### src/rtl/pc_seq_ctrl.sv
// Program-counter sequencer for the IF stage: owns pc, drives the 4:1 next-PC mux select, parks redirects across stalls.
// Optional feature macro: PC_ALIGN_CHECK_EN (reject misaligned targets and raise a sticky align_err).
module pc_seq_ctrl #(
    parameter logic [31:0] RESET_PC = 32'h0000_3000
) (
    input  logic        clk,
    input  logic        reset,
    input  logic        stall,
    input  logic        br_taken,
    input  logic        j_en,
    input  logic        jr_en,
    input  logic [31:0] br_target,
    input  logic [31:0] j_target,
    input  logic [31:0] jr_target,
    input  logic [31:0] npc,
    output logic [1:0]  pc_op,
    output logic [31:0] pc,
    output logic [31:0] pc_plus4,
    output logic        pc_valid,
    output logic        pend,
    output logic        align_err,
    output logic [1:0]  dbg_state
);

    typedef enum logic [1:0] {
        BOOT = 2'd0,
        RUN  = 2'd1,
        PEND = 2'd2
    } state_t;

    state_t      state;
    logic [1:0]  pend_op;
    logic [31:0] pend_tgt;

    logic [1:0]  req_op;
    logic [31:0] req_tgt;
    logic        req_ok;
    logic [31:0] req_load;
    logic [31:0] npc_load;
    logic        rel_ok;

    // Handshake: a redirect request is consumed in the cycle it is seen in RUN;
    // stall=1 means the fetch is not accepted, so pc holds and any winner is parked.
    always_comb begin
        req_op  = 2'b00;
        req_tgt = 32'h0;
        if (jr_en) begin
            req_op  = 2'b11;
            req_tgt = jr_target;
        end else if (j_en) begin
            req_op  = 2'b10;
            req_tgt = j_target;
        end else if (br_taken) begin
            req_op  = 2'b01;
            req_tgt = br_target;
        end
    end

`ifdef PC_ALIGN_CHECK_EN
    logic align_set;
    assign req_ok   = (req_op != 2'b00) && (req_tgt[1:0] == 2'b00);
    assign req_load = req_tgt;
    assign npc_load = npc;
    assign rel_ok   = (pend_tgt[1:0] == 2'b00);
    assign align_set = ((state == RUN) && (req_op != 2'b00) && (req_tgt[1:0] != 2'b00)) ||
                       ((state == PEND) && !stall && !rel_ok);

    always_ff @(posedge clk or posedge reset) begin
        if (reset)
            align_err <= 1'b0;
        else if (align_set)
            align_err <= 1'b1;
    end
`else
    // Misaligned targets are accepted with the low two bits dropped.
    assign req_ok    = (req_op != 2'b00);
    assign req_load  = req_tgt & 32'hFFFF_FFFC;
    assign npc_load  = npc & 32'hFFFF_FFFC;
    assign rel_ok    = 1'b1;
    assign align_err = 1'b0;
`endif

    always_comb begin
        pc_op = 2'b00;
        case (state)
            RUN:     pc_op = req_ok ? req_op : 2'b00;
            PEND:    pc_op = pend_op;
            default: pc_op = 2'b00;
        endcase
    end

    assign pc_plus4  = pc + 32'd4;
    assign dbg_state = state;

    always_ff @(posedge clk or posedge reset) begin
        if (reset) begin
            state    <= BOOT;
            pc       <= RESET_PC;
            pc_valid <= 1'b0;
            pend     <= 1'b0;
            pend_op  <= 2'b00;
            pend_tgt <= 32'h0;
        end else begin
            case (state)
                BOOT: begin
                    state    <= RUN;
                    pc_valid <= 1'b1;
                end
                RUN: begin
                    if (!stall) begin
                        pc <= npc_load;
                    end else if (req_ok) begin
                        pend_op  <= req_op;
                        pend_tgt <= req_load;
                        pend     <= 1'b1;
                        state    <= PEND;
                    end
                end
                PEND: begin
                    // The parked redirect is older than anything arriving now, so new requests are ignored.
                    if (!stall) begin
                        pc       <= rel_ok ? pend_tgt : pc_plus4;
                        pend     <= 1'b0;
                        pend_op  <= 2'b00;
                        pend_tgt <= 32'h0;
                        state    <= RUN;
                    end
                end
                default: state <= BOOT;
            endcase
        end
    end

endmodule

### config.mk
export PLATFORM = sky130hd
export DESIGN_NAME = pc_seq_ctrl
export DESIGN_NICKNAME = d
export VERILOG_FILES = /design/src/rtl/pc_seq_ctrl.sv
export SDC_FILE = /design/constraint.sdc
export NUM_CORES = 1
export LEC_CHECK = 0
export ABC_AREA = 1
export BUFFER_PORTS_ARGS = -buffer_cell sky130_fd_sc_hd__buf_2
export CORE_MARGIN = 10
export CORE_UTILIZATION = 49
export CTS_BUF_LIST = sky130_fd_sc_hd__clkbuf_8
export CTS_CLUSTER_SIZE = 10
export DETAILED_ROUTE_END_ITERATION = 8
export GPL_TIMING_DRIVEN = 1
export PLACE_DENSITY_LB_ADDON = 0.1
export SLEW_MARGIN = 20
export SYNTH_ARGS = -nofsm -noshare
export SYNTH_HDL_FRONTEND = slang
export SYNTH_SLANG_ARGS = --single-unit
### constraint.sdc
create_clock -name clk -period 2.1 [get_ports clk]
set_input_delay 0.105 -clock clk [delete_from_list [all_inputs] [get_ports clk]]
set_output_delay 0.105 -clock clk [all_outputs]
set_load 0.01 [all_outputs]
After elaboration in Yosys (flattened, before gate mapping)
Index checks and enable logic that the tools add are counted.
{ "totals": {"output_inout_bits": 71, "wordCells": 46, "input_bits": 134, "regBits": 70} }
{ "op_classes": {"eq_ne": 6, "addsub": 1, "muxes": 27, "n_reduce_logical": 6} }
{ "ops": {"columns": ["cell", "n"], "rows": [
  ["32-bit two-way mux", 8],
  ["32-bit case mux with 2 select lines", 2],
  ["32-bit by 3-bit adder with 32-bit output (second input constant)", 1],
  ["2-bit two-way mux", 9],
  ["2-bit inequality test (second input constant)", 4],
  ["2-bit case mux with 2 select lines", 2],
  ["2-bit case mux with 3 select lines", 1],
  ["3-bit AND reduction", 2],
  ["1-bit two-way mux", 4],
  ["4-bit AND reduction", 1],
  ["2-bit nonzero test", 2],
  ["2-bit by 1-bit == test with 1-bit output (second input constant)", 1],
  ["2-bit == test (second input constant)", 1],
  ["2-bit logical NOT", 1],
  ["1-bit case mux with 2 select lines", 1]
]} }

Logic depth before layout (Yosys ltp)
{ "depth": {"ltp_word": 7, "mapped_depth": 10, "ltp_nobuf": 8} }

Least setup slack after synthesis
OpenSTA, ideal clock, no wires.
{ "synth_timing": {"path_type": "reg2reg", "startpoint": "reg state[0], in the netlist dbg_state[0]", "endpoint": "reg pend_tgt[2]", "slack_ns": 0.521, "path_stages_with_launch": 11, "required_time_ns": 1.984, "period_less_slack_ns": 1.579, "setup_ns": 0.116, "arrival_ns": 1.463, "n_path_buf": 3, "path_cell_list": "dfrtp_1 -> inv_1 -> ha_1 -> buf_4 -> nand2_1 -> nand2_1 -> nand3b_4 -> buf_6 -> buf_8 -> nand2_1 -> nand2_1"} }
{ "synth_via": {"elab_chain_len": 3, "elab_cells_between_ends": 8, "classes_between": "5 x eq/ne; 1 x mux; 2 x reduce/logical"} }
{ "synth_rtl": {"columns": ["item", "line_no", "text"], "rows": [
  ["from (decl)", "31", "state_t state;"],
  ["from (signal assigned)", "97", "state <= BOOT;"],
  ["from (signal assigned)", "106", "state <= RUN;"],
  ["from (signal assigned)", "116", "state <= PEND;"],
  ["2-bit by 1-bit == test with 1-bit output / 2-bit == test (equally long branches)", "104", "case (state)"],
  ["2-bit inequality test (no line) / 2-bit nonzero test (equally long branches)", null, null],
  ["4-bit AND reduction (no line)", null, null],
  ["to (signal assigned)", "114", "pend_tgt <= req_load;"],
  ["to (decl)", "33", "logic [31:0] pend_tgt;"]
]} }
Parallel ways exist; a longest one is shown, timed or not.
A chain may end at the register's enable or synchronous reset.

Worst setup path in the final report
{ "layout_timing": {"startpoint": "reg state[0], in the netlist dbg_state[0]", "endpoint": "out pc_op[1]"} }
{ "layout_via": {"elab_chain_len": 2, "elab_cells_between_ends": 3, "classes_between": "2 x eq/ne; 1 x mux"} }
{ "layout_rtl": {"columns": ["item", "line_no", "text"], "rows": [
  ["2-bit == test / 2-bit by 1-bit == test with 1-bit output (equally long branches)", "85", "case (state)"],
  ["2-bit case mux with 2 select lines (*)", "85", null],
  ["to (decl)", "16", "output logic [1:0] pc_op,"]
]} }
Mark *: on every way between the ends. The rest lies on a longest branch, timed or not.

==> impl_metrics.env <==
export IMPL_status="finished, final reports clean"
export IMPL_ant_nets=0
export IMPL_clock_sinks=66
export IMPL_ys_seq_elements=66
export IMPL_skew_ps=9.113
export IMPL_end_kind="output pin"
export IMPL_via_per_inst=5.168
export IMPL_cp_arrival_ps=1860
export IMPL_area_growth_pct=28.10
export IMPL_synthesis_area_um2=4422
export IMPL_cts_tree="yes"
export IMPL_clock_path_buffers=2
export IMPL_grt_first_pass_wirelength_um=23380
export IMPL_drive_gt1_share_pct=27.70
export IMPL_rsz0062_at_grt="true"
export IMPL_grt_max_degree=61
export IMPL_diodes=0
export IMPL_yosys_area_top_type_share_pct=36.22
export IMPL_io_pins=205
export IMPL_drt_iter0_markers=405
export IMPL_dp_cells=941
export IMPL_dpl_worst_slack_ps=329.6
export IMPL_max_cap_viol_count=0
export IMPL_nNetsFinal=986
export IMPL_clk_insertion_delay_late_ps=340
export IMPL_hold_viol=0
export IMPL_hp_class="primary input to flip-flop"
export IMPL_p_per_area_nw_per_um2=1444
export IMPL_rrSetupSlack_ps=300
export IMPL_whs_ps=11.27
export IMPL_numCtsBuffers=9
export IMPL_synth_warnings=0
export IMPL_multiInputGateArea_um2=2457
export IMPL_root_buffer="clkbuf_8"
export IMPL_rows=34
export IMPL_initial_core_util_pct=50.46
export IMPL_syn_avg_cell_area_um2=6.609
export IMPL_netlist_instances=669
export IMPL_drc=0
export IMPL_wl_per_cell_um=15.29
export IMPL_slew_headroom_pct=59.79
export IMPL_wl_um=14680
export IMPL_reg2reg_depth=8
export IMPL_place_congestion=0.9331
export IMPL_post_cts_buffers=0
export IMPL_h_tree_depth=3
export IMPL_path_class="flip-flop to output pin"
export IMPL_dp_hpwl_um=11790
export IMPL_clk_pin_slew_worst_paths_ps=80
export IMPL_fmax_mhz=508.7
export IMPL_tightestPinTransition_ps=603.1
export IMPL_core_um2=8763
export IMPL_p_leak_uw=0.002961
export IMPL_startpoint="dbg_state[0]"
export IMPL_ys_types=29
export IMPL_crit_path_start_kind="flip-flop"
export IMPL_r2r_start="dbg_state[0]"
export IMPL_finalSetupViolations=0
export IMPL_die_area_um2=13220
export IMPL_antenna_found_initial=0
export IMPL_endpoint="pc_op[1]"
export IMPL_crit_fanout=33
export IMPL_seq_area_frac_synth_pct=37.41
export IMPL_overflow=0
export IMPL_maxSlewViolCount=0
export IMPL_fin_ws_ps=134.3
export IMPL_utilization_pct=64.63
export IMPL_ff_latch_area_um2=1654
export IMPL_layout_cells_non_filler=960
export IMPL_synth_area_top_cells="dfrtp_1 (36%), nand2_1 (24%), a21oi_1 (6.7%)"
export IMPL_io_buffers=191
export IMPL_required_ps=2000
export IMPL_vias=4961
export IMPL_track_usage_pct=21.22
export IMPL_vdd_drop_max_mv=1.082
export IMPL_first_global_vias=4909
export IMPL_drtPass1Iterations=6
export IMPL_yosysTopAreaCell="dfrtp_1"
export IMPL_n_fill_cell=827
export IMPL_finalCriticalPeriod_ps=1966
export IMPL_r2r_end="pend_tgt[13]"
export IMPL_tns_ps=0
export IMPL_fin_crit_sh_pct=93.61
export IMPL_fp_dieW_um=115.0
export IMPL_die_h_um=115.0
==> cell usage in the layout, fill, tap and decap left out, types with 6 or more instances in the layout <==
cell	n
a31oi_1	30
clkbuf_8	12
nand2_1	276
xnor2_1	8
inv_1	26
xor2_1	7
buf_2	191
buf_4	6
o21ai_0	33
a21oi_1	59
dfrtp_1	64
o21ai_1	6
nor2_1	71
nand3_1	16
==> flip-flops by register name, summed over array words and instances, names as in the netlist <==
| name | flops |
|---|---|
| dbg_state | 2 |
| pend_tgt | 30 |
| pc | 30 |
| pc_valid | 1 |
| pend_op | 2 |
| pend | 1 |
==> cells in the mapped netlist (all sizes together) <==
cell / n
a21boi: 1
a21oi: 60
a31oi: 30
buf: 25
clkbuf: 16
conb: 1
dfrtp: 64
dfstp: 2
ha: 5
inv: 28
nand2: 277
nand3: 16
nand3b: 6
nor2: 79
o21ai: 39
or2: 5
xnor2: 8
xor2: 7
==> final cells by class <==
cell class / count / share of cell area (%)
tap: 108 / 2.386
multi-input combinational: 538 / 43.38
clock buffer: 12 / 2.916
clock inverter: 4 / 0.7510
inverter: 28 / 1.900
timing repair buffer: 204 / 19.46
sequential: 66 / 29.20
==> cells by family after synthesis <==
kind of cell | count (synthesis) | synth area share (%)
compound gates | 130 | 15.87
fa+ha+maj | 5 | 1.415
xor+xnor | 15 | 2.971
other cells | 1 | 0.08481
simple gates | 383 | 34.49
buf+inv | 69 | 7.753
flops | 66 | 37.41
==> worst max-delay path, stage by stage, from the launching register on <==
cell,delay (ps)
dfrtp_1,410
inv_1,110
ha_1,290
buf_6,290
nand2_1,80
a21oi_1,170
buf_2,160
==> per-stage QoR <==
stage	area, um^2	power (uW)
finish	5664	8177
global route	5664	8932
floorplan	4437	5537
CTS	5648	8180
global placement	5408	6912
detailed placement	5408	7047
==> what timing repair did <==
item                       CTS  global route
hold endpoints to repair    25             0
hold buffers                 3             0
setup endpoints to repair    1             8
resized for setup            1             6
==> routing by layer <==
layer  global-route usage, %  vias up  share of wire [%]
li1                        -     2493                  -
met1                   27.86     2255                 44
met2                   33.45      201                 46
met3                   6.354       12                9.3
met4                   5.281        0               0.91
met5                       0        -                  0
==> power by group <==
group          switching [uW]  leakage (uW)  internal [uW]  total [uW]
Combinational            2760       0.00207           1680        4440
Clock                     474      0.000115            636        1110
Sequential                697      0.000773           1930        2630
==> worst min-delay path by stage <==
stage                 start      to  slack (ps)  depth (start not counted)
CTS                  npc[5]   pc[5]           1                          3
detailed placement    reset   pc[2]         170                          2
finish               npc[2]   pc[2]          10                          3
global placement      reset   pc[2]         160                          2
floorplan           npc[13]  pc[13]         230                          2
global route        npc[17]  pc[17]           7                          3
Note: power is estimated with default switching activity, not from simulation.
